**config.mk**
```make
export PLATFORM = sky130hd
export DESIGN_NAME = bitwise_pipe_stage
export DESIGN_NICKNAME = d
export VERILOG_FILES = /design/src/rtl/bitwise_pipe_stage_pkg.sv /design/src/rtl/bitwise_pipe_stage_logic.sv /design/src/rtl/bitwise_pipe_stage.sv
export SDC_FILE = /design/constraint.sdc
export NUM_CORES = 1
export LEC_CHECK = 0
export CORE_ASPECT_RATIO = 0.9
export CORE_MARGIN = 3
export CORE_UTILIZATION = 55
export DETAILED_ROUTE_END_ITERATION = 8
export DONT_BUFFER_PORTS = 1
export PLACE_DENSITY_LB_ADDON = 0.08
export SYNTH_ARGS = -nofsm -noshare
export SYNTH_HDL_FRONTEND = slang
export SYNTH_SLANG_ARGS = --single-unit
```
**constraint.sdc**
```tcl
create_clock -name clk -period 2.5 [get_ports clk]
set_input_delay 0.25 -clock clk [delete_from_list [all_inputs] [get_ports clk]]
set_output_delay 0.25 -clock clk [all_outputs]
set_load 0.03 [all_outputs]
```
**src/rtl/bitwise_pipe_stage_pkg.sv**
```systemverilog
// Shared types for the bitwise pipeline stage: opcode encoding and skid-buffer state.
package bitwise_pipe_stage_pkg;

  typedef enum logic [2:0] {
    OP_PASS_A = 3'd0,
    OP_NOT_A  = 3'd1,
    OP_AND    = 3'd2,
    OP_OR     = 3'd3,
    OP_XOR    = 3'd4,
    OP_NAND   = 3'd5,
    OP_NOR    = 3'd6,
    OP_XNOR   = 3'd7
  } op_e;

  typedef enum logic [1:0] {
    ST_EMPTY = 2'd0,
    ST_ONE   = 2'd1,
    ST_FULL  = 2'd2
  } skid_state_e;

endpackage

```
**src/rtl/bitwise_pipe_stage_logic.sv**
```systemverilog
// Combinational opcode decode: c = f(a, b) selected by op.
module bitwise_logic_unit
  import bitwise_pipe_stage_pkg::*;
#(
  parameter int N = 8
) (
  input  logic [N-1:0] a,
  input  logic [N-1:0] b,
  input  logic [2:0]   op,
  output logic [N-1:0] c
);

  always_comb begin
    c = '0;
    case (op_e'(op))
      OP_PASS_A: c = a;
      OP_NOT_A:  c = ~a;
      OP_AND:    c = a & b;
      OP_OR:     c = a | b;
      OP_XOR:    c = a ^ b;
      OP_NAND:   c = ~(a & b);
      OP_NOR:    c = ~(a | b);
      OP_XNOR:   c = ~(a ^ b);
      default:   c = '0;
    endcase
  end

endmodule

```
**src/rtl/bitwise_pipe_stage.sv**
```systemverilog
// One-cycle bitwise ALU stage with a 2-entry skid buffer; out_c/out_op always show the main entry.
module bitwise_pipe_stage
  import bitwise_pipe_stage_pkg::*;
#(
  parameter int N = 8
) (
  input  logic         clk,
  input  logic         rst,
  input  logic         in_valid,
  output logic         in_ready,
  input  logic [N-1:0] in_a,
  input  logic [N-1:0] in_b,
  input  logic [2:0]   in_op,
  output logic         out_valid,
  input  logic         out_ready,
  output logic [N-1:0] out_c,
  output logic [2:0]   out_op
);

  skid_state_e  state;
  logic [N-1:0] res;
  logic [N-1:0] skid_c;
  logic [2:0]   skid_op;
  logic         accept;
  logic         take;

  bitwise_logic_unit #(.N(N)) u_logic (
    .a  (in_a),
    .b  (in_b),
    .op (in_op),
    .c  (res)
  );

  assign accept = in_valid && in_ready;
  assign take   = out_valid && out_ready;

  // in_ready/out_valid are registered alongside state so they are pure flop outputs.
  always_ff @(posedge clk) begin
    if (rst) begin
      state     <= ST_EMPTY;
      in_ready  <= 1'b1;
      out_valid <= 1'b0;
      out_c     <= '0;
      out_op    <= '0;
      skid_c    <= '0;
      skid_op   <= '0;
    end else begin
      case (state)
        ST_EMPTY: begin
          if (accept) begin
            out_c     <= res;
            out_op    <= in_op;
            state     <= ST_ONE;
            out_valid <= 1'b1;
            in_ready  <= 1'b1;
          end
        end
        ST_ONE: begin
          if (accept && !take) begin
            skid_c   <= res;
            skid_op  <= in_op;
            state    <= ST_FULL;
            in_ready <= 1'b0;
          end else if (take && !accept) begin
            state     <= ST_EMPTY;
            out_valid <= 1'b0;
          end else if (accept && take) begin
            out_c  <= res;
            out_op <= in_op;
          end
        end
        ST_FULL: begin
          if (take) begin
            out_c    <= skid_c;
            out_op   <= skid_op;
            state    <= ST_ONE;
            in_ready <= 1'b1;
          end
        end
        default: begin
          state     <= ST_EMPTY;
          in_ready  <= 1'b1;
          out_valid <= 1'b0;
        end
      endcase
    end
  end

endmodule

```
==> results of run 1 <==
==> flip-flops by register name, summed over array words and instances, names as in the netlist <==
signal	cells
in_ready	1
out_c	8
out_op	3
out_valid	1
skid_c	8
skid_op	3
state	2
==> worst paths after layout <==
path | slack (ns) | endpoint
setup / recovery | 0.64 | out_c[3]
hold / removal | 0.04 | skid_c[6]
setup reg to reg | 0.64 | out_c[3]
hold reg to reg | 0.46 | skid_op[1]
==> cell type report <==
type                    instances  share of cell area (%)
multi-input cells             201                    68.3
well taps                      46                    2.48
clock buffers                   3                    1.78
repair buffers                  4                    1.29
flip-flops and latches         26                    22.4
inverters                      23                    3.72
==> layer usage <==
metal	vias to the layer above	share of wire [%]
met5	-	0
met3	8	3.6
met2	33	49
li1	961	-
met4	0	1.4
met1	875	46
==> worst max-delay path, delay by kind of cell (launching register included) <==
kind                     cells  cell delay, ns
AO/OA/AOI/OAI                1            0.24
AND/OR/NAND/NOR              4            0.73
buffers and inverters        2            0.28
flip-flops                   1            0.31
adder cells (fa/ha/maj)      1            0.20
==> power by group through the flow <==
stage / Combinational, mW / Clock [mW] / Sequential [mW]
after floorplan: 0.333 / 0 / 0.567
after global placement: 0.364 / 0 / 0.565
after detailed placement: 0.370 / 0 / 0.565
after CTS: 0.372 / 0.232 / 0.555
after global routing: 0.419 / 0.249 / 0.561
final: 0.369 / 0.226 / 0.554
==> per-stage QoR <==
| stage | hold WS (ns) | util, % |
|---|---|---|
| after global routing | 0.0310 | 59.7 |
| after floorplan | 0.437 | - |
| after CTS | 0.0360 | 59.7 |
| after global placement | 0.321 | 58.7 |
| final | 0.0437 | 59.7 |
| after detailed placement | 0.320 | 58.7 |
==> synthesized netlist by cell type, drive strengths merged <==
library cell,instances
o211ai,3
nor4b,3
a31o,3
o41ai,3
a22oi,2
and2,1
a211oi,7
a311oi,4
o221ai,3
o21bai,1
nor2,25
mux4,1
nand3,1
ha,19
o32ai,2
buf,15
nor3b,1
o21ai,6
nor3,9
nand3b,3
or4b,3
inv,23
o22a,5
nor2b,6
a21oi,14
or4bb,2
mux2,10
nand2,19
and3,1
or2,4
mux2i,18
nor4,1
a2111oi,2
o22ai,7
clkbuf,5
nand2b,6
nand4bb,2
dfxtp,26
a32oi,3
a221oi,1
==> kinds of logic after synthesis <==
family | Yosys count
compound gates | 66
mux | 29
fa+ha+maj | 19
simple gates | 87
buf+inv | 43
flops | 26
==> flow_summary.yaml, run 1 <==
layout:
  drive_gt1_share_pct: 14.4
  synthToLayoutAreaGrowth_pct: -0.589
  stdcell_area_sq_um: 2320
  most-common-layout-cells: "dfxtp_1 (26), nor2_1 (25), inv_1 (23), nand2_1 (19), ha_1 (19)"
  ff_latch_area_sq_um: 520
  nNetsFinal: 301
  fillCellCount: 354
  fin_cells: 303
  multiInputGateArea_sq_um: 1590
  final_common_cell: "dfxtp_1"
  num_antenna_cells: 0
sta:
  finalHoldViolations: 0
  max_slew.worst_pin.slew_ns: 0.617
  max-slew-margin-rel_pct: 58.8
  skew_ns: 0.000869
  finalSetupViolCount: 0
  final_max_slew_viol_count: 0
  fin_ws_ns: 0.637
  post-route-period-util_pct: 74.5
  setup_tns_ns: 0
  rsz0062_at_grt: "false"
  fmax_mhz: 537
  period_needed_ns: 1.86
cts:
  cts-resized-gates: 0
  holdBufCountCts: 0
  cts_made_buffers: 3
  cts_root_buffer: "clkbuf_8"
  cts_buffer_depth: 2
  post_cts_buffers: 0
  cts.htree.levels: 1
  cts_tree: "built"
  clkSinkCount: 26
  path_clk_slew_ns: 0.08
  clk_latency_ns: 0.26
global_route:
  antenna_found_initial: 0
  use_met2_pct: 35.7
  grt_busiest_layer: "met2"
  track_usage_pct: 20.5
  grt_start_max_net_pins: 43
  grt_pass1_wl_um: 8310
  grtUsageMet1_pct: 26.5
  met3_usage_pct: 4.26
  grt_pass1_vias: 1872
  overflow: 0
worst_setup_path:
  start_kind: "register"
  endpoint_kind: "register"
  crit_slowest_cell: "or2_1"
  slowest_delay_ns: 0.34
  worstPathArrival_ns: 2.02
  path_cells: "buf_4, nand2_1, inv_1, ha_1, nor2_1, and3_4, or2_1, a31o_2"
  timing_worst_setup_path_type: "register to register"
  crit_required_ns: 2.66
  crit_path_start: "out_valid"
  reg2reg_depth: 8
  regToRegStartpoint: "out_valid"
  cp_max_fo: 13
yosys:
  yosysTopAreaCell: "dfxtp_1"
  yosysSeqAreaShare_pct: 22.3
  synth_area_sq_um: 2340
  synth_nets: 312
  synth_compound_area_share_pct: 23.4
  ys_warn_count: 0
  synth_top_family_by_area: "compound AO/OA/AOI/OAI gates"
  ys_ff_latch: 26
  synth_fa_ha_area_share_pct: 10.2
  synthCells: 270
  synth.distinct_cells: 57
  synth_xor_area_share_pct: 0
  synth_area_per_cell_sq_um: 8.65
  synthSimpleGateAreaFrac_pct: 20.4
  netlist_top_cells_area: "dfxtp_1 (22%), ha_1 (10%), mux2i_1 (7.7%), nor2_1 (4.0%), inv_1 (3.7%)"
  yosys.area.top_type_share_pct: 22.3
  synth_mux_area_share_pct: 14.0
route:
  route.detailed.drc: 0
  via_per_inst: 6.19
  final_antenna_net_count: 0
  first_pass_iters: 4
  vias: 1877
  finalWirelength_um: 4720
  drt_first_iter_violations: 52
  routed_wire_length_per_instance_um: 15.6
pwr:
  swShare_pct: 34.8
  power_mw: 1.15
  switchingPower_uw: 400
  p_seq_share_pct: 48.2
  powerDensity_nw_per_um2: 495
  power.leakage_nw: 0.983
  clock_power_share_pct: 19.7
  p_int_uw: 749
  vdd_drop_max_v: 0.000410
  p_comb_share_pct: 32.1
placed_design:
  gp_congestion: 0.840
  dp_hpwl_um: 3580
  placedCellCount: 300
  dpl-instance-area_sq_um: 2280
  io_buffers: 0
  post-place-ws_ns: 0.631
floorplanning:
  start_util_pct: 60.1
  pin_count: 36
  die_area_sq_um: 5070
  die_height_um: 67.8
  core_sq_um: 3890
  fp.dieW_um: 74.7
  rows: 21
job:
  maxCapViolations: 0
min_path:
  min-delay-path-class: "input port to register"
  whs_path_depth: 1
  min_from: "rst"
status:
  outcome: "complete, no violations"
No activity file was read; power rests on OpenSTA's default activity.
==> run 2, diff against run 1 <==
==> constraint.sdc (replaced) <==
create_clock -name clk -period 1.9 [get_ports clk]
set_input_delay 0.19 -clock clk [delete_from_list [all_inputs] [get_ports clk]]
set_output_delay 0.19 -clock clk [all_outputs]
set_load 0.03 [all_outputs]
==> flow_summary.yaml, run 2 (synthesis gave the netlist of run 1 again) <==
status:
  outcome: "complete, no violations"
floorplanning:
  die_area_sq_um: 5070
  fp.dieW_um: 74.7
  start_util_pct: 60.1
  core_sq_um: 3890
  die_height_um: 67.8
  rows: 21
  pin_count: 36
route:
  vias: 1876
  final_antenna_net_count: 0
  finalWirelength_um: 4850
  drt_first_iter_violations: 90
  routed_wire_length_per_instance_um: 15.7
  via_per_inst: 6.07
  route.detailed.drc: 0
  first_pass_iters: 4
sta:
  post-route-period-util_pct: 89.9
  fmax_mhz: 585
  finalHoldViolations: 0
  final_max_slew_viol_count: 0
  max-slew-margin-rel_pct: 46.2
  period_needed_ns: 1.71
  finalSetupViolCount: 0
  skew_ns: 0.00164
  rsz0062_at_grt: "false"
  setup_tns_ns: 0
  max_slew.worst_pin.slew_ns: 0.804
min_path:
  min-delay-path-class: "input port to register"
  whs_path_depth: 1
cts:
  cts-resized-gates: 0
  path_clk_slew_ns: 0.09
  cts_buffer_depth: 2
  clkSinkCount: 26
  cts_tree: "built"
  cts.htree.levels: 1
  clk_latency_ns: 0.27
  cts_made_buffers: 3
  cts_root_buffer: "clkbuf_8"
worst_setup_path:
  reg2reg_depth: 7
  endpoint_kind: "register"
  crit_required_ns: 2.03
  start_kind: "register"
  timing_worst_setup_path_type: "register to register"
  worstPathArrival_ns: 1.84
  cp_max_fo: 13
layout:
  nNetsFinal: 306
  drive_gt1_share_pct: 16.7
  synthToLayoutAreaGrowth_pct: 1.82
  final_common_cell: "nor2_1"
  num_antenna_cells: 0
  reg.largest.list: "out_c: 8 flops, skid_c: 8 flops"
  most-common-layout-cells: "nor2_1 (25), dfxtp_1 (24), inv_1 (23), nand2_1 (19), ha_1 (19)"
  stdcell_area_sq_um: 2380
global_route:
  grt_pass1_vias: 1750
  grt_pass1_wl_um: 8250
  grt_start_max_net_pins: 43
  track_usage_pct: 20.8
  antenna_found_initial: 0
  overflow: 0
placed_design:
  gp_congestion: 0.765
  dpl-instance-area_sq_um: 2310
  io_buffers: 0
  dp_hpwl_um: 3570
pwr:
  powerDensity_nw_per_um2: 672
  power.leakage_nw: 1.01
  vdd_drop_max_v: 0.000464
job:
  maxCapViolations: 0
-- run 2: cell count changes in the layout (fill, tap and decap cells not counted), sizes merged --
cell and change:
buf +4, clkbuf +1, dlygate4sd3 +1
-- run 2: repair_timing --
action	in CTS	in global routing
hold endpoints to repair	18	0
hold buffers	1	0
buffers inserted	0	0
-- run 2: report_power, final --
| group | switching [mW] | total, mW | internal, mW |
|---|---|---|---|
| Combinational | 0.258 | 0.501 | 0.243 |
| Clock | 0.177 | 0.363 | 0.186 |
| Sequential | 0.121 | 0.735 | 0.615 |
| Total | 0.555 | 1.60 | 1.04 |
-- run 2: per-stage QoR --
| step | utilization, % | power (mW) | worst slack, ns | instances | hold WS [ns] |
|---|---|---|---|---|---|
| after floorplan | - | 1.19 | 0.102 | 270 | 0.388 |
| after global placement | 59.5 | 1.24 | 0.245 | 304 | 0.258 |
| after detailed placement | 59.5 | 1.24 | 0.231 | 304 | 0.260 |
| after CTS | 61.2 | 1.61 | 0.202 | 309 | 0.00262 |
| after global routing | 61.2 | 1.70 | 0.0474 | 309 | 0.00272 |
| final | 61.2 | 1.60 | 0.192 | 309 | 0.00707 |
-- run 2: worst paths after layout --
check	start	slack, ns	to
setup / recovery	out_valid	0.19	out_op[2]
hold / removal	rst	0.007	out_c[4]
setup reg to reg	out_valid	0.19	out_op[2]
hold reg to reg	skid_op[2]	0.46	skid_op[2]
-- run 2: critical path, stage by stage (launching register included) --
cell	delay, ns
dfxtp_2	0.33
nand2_1	0.10
inv_1	0.08
ha_1	0.20
nor2_1	0.11
and3_4	0.28
or2_1	0.32
a311oi_1	0.14
-- run 2: area by class of cell --
| type | count | area, sq um |
|---|---|---|
| Clock buffer | 4 | 55.1 |
| Fill cell | 365 | 1510 |
| Tap cell | 46 | 57.6 |
| Inverter | 23 | 86.3 |
| Sequential cell | 26 | 523 |
| Multi-Input combinational cell | 201 | 1590 |
| Timing Repair Buffer | 9 | 70.1 |
-- run 2: layer usage --
metal  up-vias  track usage [%]  part of all wire [%]  wire length [um]
li1        977                -                     -                 -
met3         8             5.29                   4.4               215
met5         -                0                     0                 0
met1       860             28.4                    48              2330
met4         0             4.00                   1.1                55
met2        31             33.3                    46              2250
==> run 3, diff against run 2 <==
--- a/config.mk
+++ b/config.mk
@@ -6,7 +6,7 @@
 export NUM_CORES = 1
 export LEC_CHECK = 0
 export CORE_ASPECT_RATIO = 0.9
-export CORE_MARGIN = 3
+export CORE_MARGIN = 2
 export CORE_UTILIZATION = 55
 export DETAILED_ROUTE_END_ITERATION = 8
 export DONT_BUFFER_PORTS = 1
==> flow_summary.yaml, run 3 (synthesis gave the netlist of run 1 again) <==
status:
  outcome: "complete, no violations"
floorplanning:
  die_height_um: 65.8
  start_util_pct: 57.3
  die_area_sq_um: 4790
  rows: 22
  pin_count: 36
  fp.dieW_um: 72.7
  core_sq_um: 4070
global_route:
  antenna_found_initial: 0
  track_usage_pct: 22.2
  overflow: 0
  grt_pass1_wl_um: 8310
  grt_start_max_net_pins: 43
  grt_pass1_vias: 1789
layout:
  post-route-util_pct: 58.8
  nNetsFinal: 306
  final_common_cell: "nor2_1"
  num_antenna_cells: 0
  most-common-layout-cells: "nor2_1 (25), dfxtp_1 (24), inv_1 (23), nand2_1 (19), ha_1 (19)"
  drive_gt1_share_pct: 16.7
  reg.largest.list: "out_c: 8 flops, skid_c: 8 flops"
  synthToLayoutAreaGrowth_pct: 2.62
route:
  drt_first_iter_violations: 87
  route.detailed.drc: 0
  final_antenna_net_count: 0
  first_pass_iters: 4
  via_per_inst: 6.07
  finalWirelength_um: 4940
  vias: 1888
  routed_wire_length_per_instance_um: 15.9
sta:
  skew_ns: 0.00463
  final_max_slew_viol_count: 0
  fin_ws_ns: 0.200
  max_slew.worst_pin.slew_ns: 0.816
  period_needed_ns: 1.70
  finalSetupViolCount: 0
  setup_tns_ns: 0
  max-slew-margin-rel_pct: 45.4
  post-route-period-util_pct: 89.5
  hold_ws_ns: 0.0135
  rsz0062_at_grt: "false"
  fmax_mhz: 588
  finalHoldViolations: 0
worst_setup_path:
  timing_worst_setup_path_type: "register to register"
  slowest_delay_ns: 0.33
  worstPathArrival_ns: 1.83
  start_kind: "register"
  path_cells: "nand2_1, inv_1, ha_1, nor2_1, and3_4, or2_1, a311oi_1"
  crit_required_ns: 2.02
  crit_slowest_cell: "or2_1"
  cp_max_fo: 13
  cp.depth: 7
  critPathTopFamily: "simple AND/OR/NAND/NOR gates"
  crit_buf_inv: 1
  endpoint_kind: "register"
  reg2reg_depth: 7
cts:
  clkSinkCount: 26
  cts_made_buffers: 3
  cts_tree: "built"
  cts.htree.levels: 1
  clk_latency_ns: 0.27
  cts-resized-gates: 0
  path_clk_slew_ns: 0.09
  cts_buffer_depth: 2
  cts_root_buffer: "clkbuf_8"
pwr:
  power.leakage_nw: 1.02
  vdd_drop_max_v: 0.000773
  power_mw: 1.69
  powerDensity_nw_per_um2: 706
min_path:
  whs_path_depth: 1
  min-delay-path-class: "input port to register"
placed_design:
  io_buffers: 0
  post-place-ws_ns: 0.214
  dp_hpwl_um: 3570
  gp_congestion: 0.735
job:
  maxCapViolations: 0
## run 3: cell type report
cell class	instances	area [sq um]
fillers	377	1680
multi-input cells	201	1590
well taps	48	60.1
clock buffers	3	41.3
clock inverters	1	30.0
repair buffers	9	70.1
flip-flops and latches	26	523
inverters	23	86.3
## run 3: final timing paths
| check | startpoint | to | slack, ns |
|---|---|---|---|
| max | out_valid | out_op[0] | 0.20 |
| min | rst | out_c[1] | 0.01 |
| max reg2reg | out_valid | out_op[0] | 0.20 |
| min reg2reg | skid_op[1] | skid_op[1] | 0.46 |
## run 3: metal layers
metal | GRT usage, % | share of wire [%]
met3 | 5.03 | 4.1
met2 | 38.3 | 48
met1 | 28.3 | 47
met4 | 4.17 | 0.67
met5 | 0 | 0
## run 3: repair_timing
action / in CTS / in global routing
hold endpoints to repair: 18 / 0
buffers inserted: 0 / 0
hold buffers: 1 / 0
## run 3: per-stage QoR
stage,instances,cell area (sq um)
floorplan,270,2340
global placement,306,2320
detailed placement,306,2320
CTS,311,2400
global route,311,2400
finish,311,2400
## run 3: where the power goes
| group | switching, mW | total [mW] | internal [mW] |
|---|---|---|---|
| registers | 0.118 | 0.733 | 0.615 |
| logic | 0.263 | 0.504 | 0.241 |
| clock network | 0.173 | 0.455 | 0.282 |
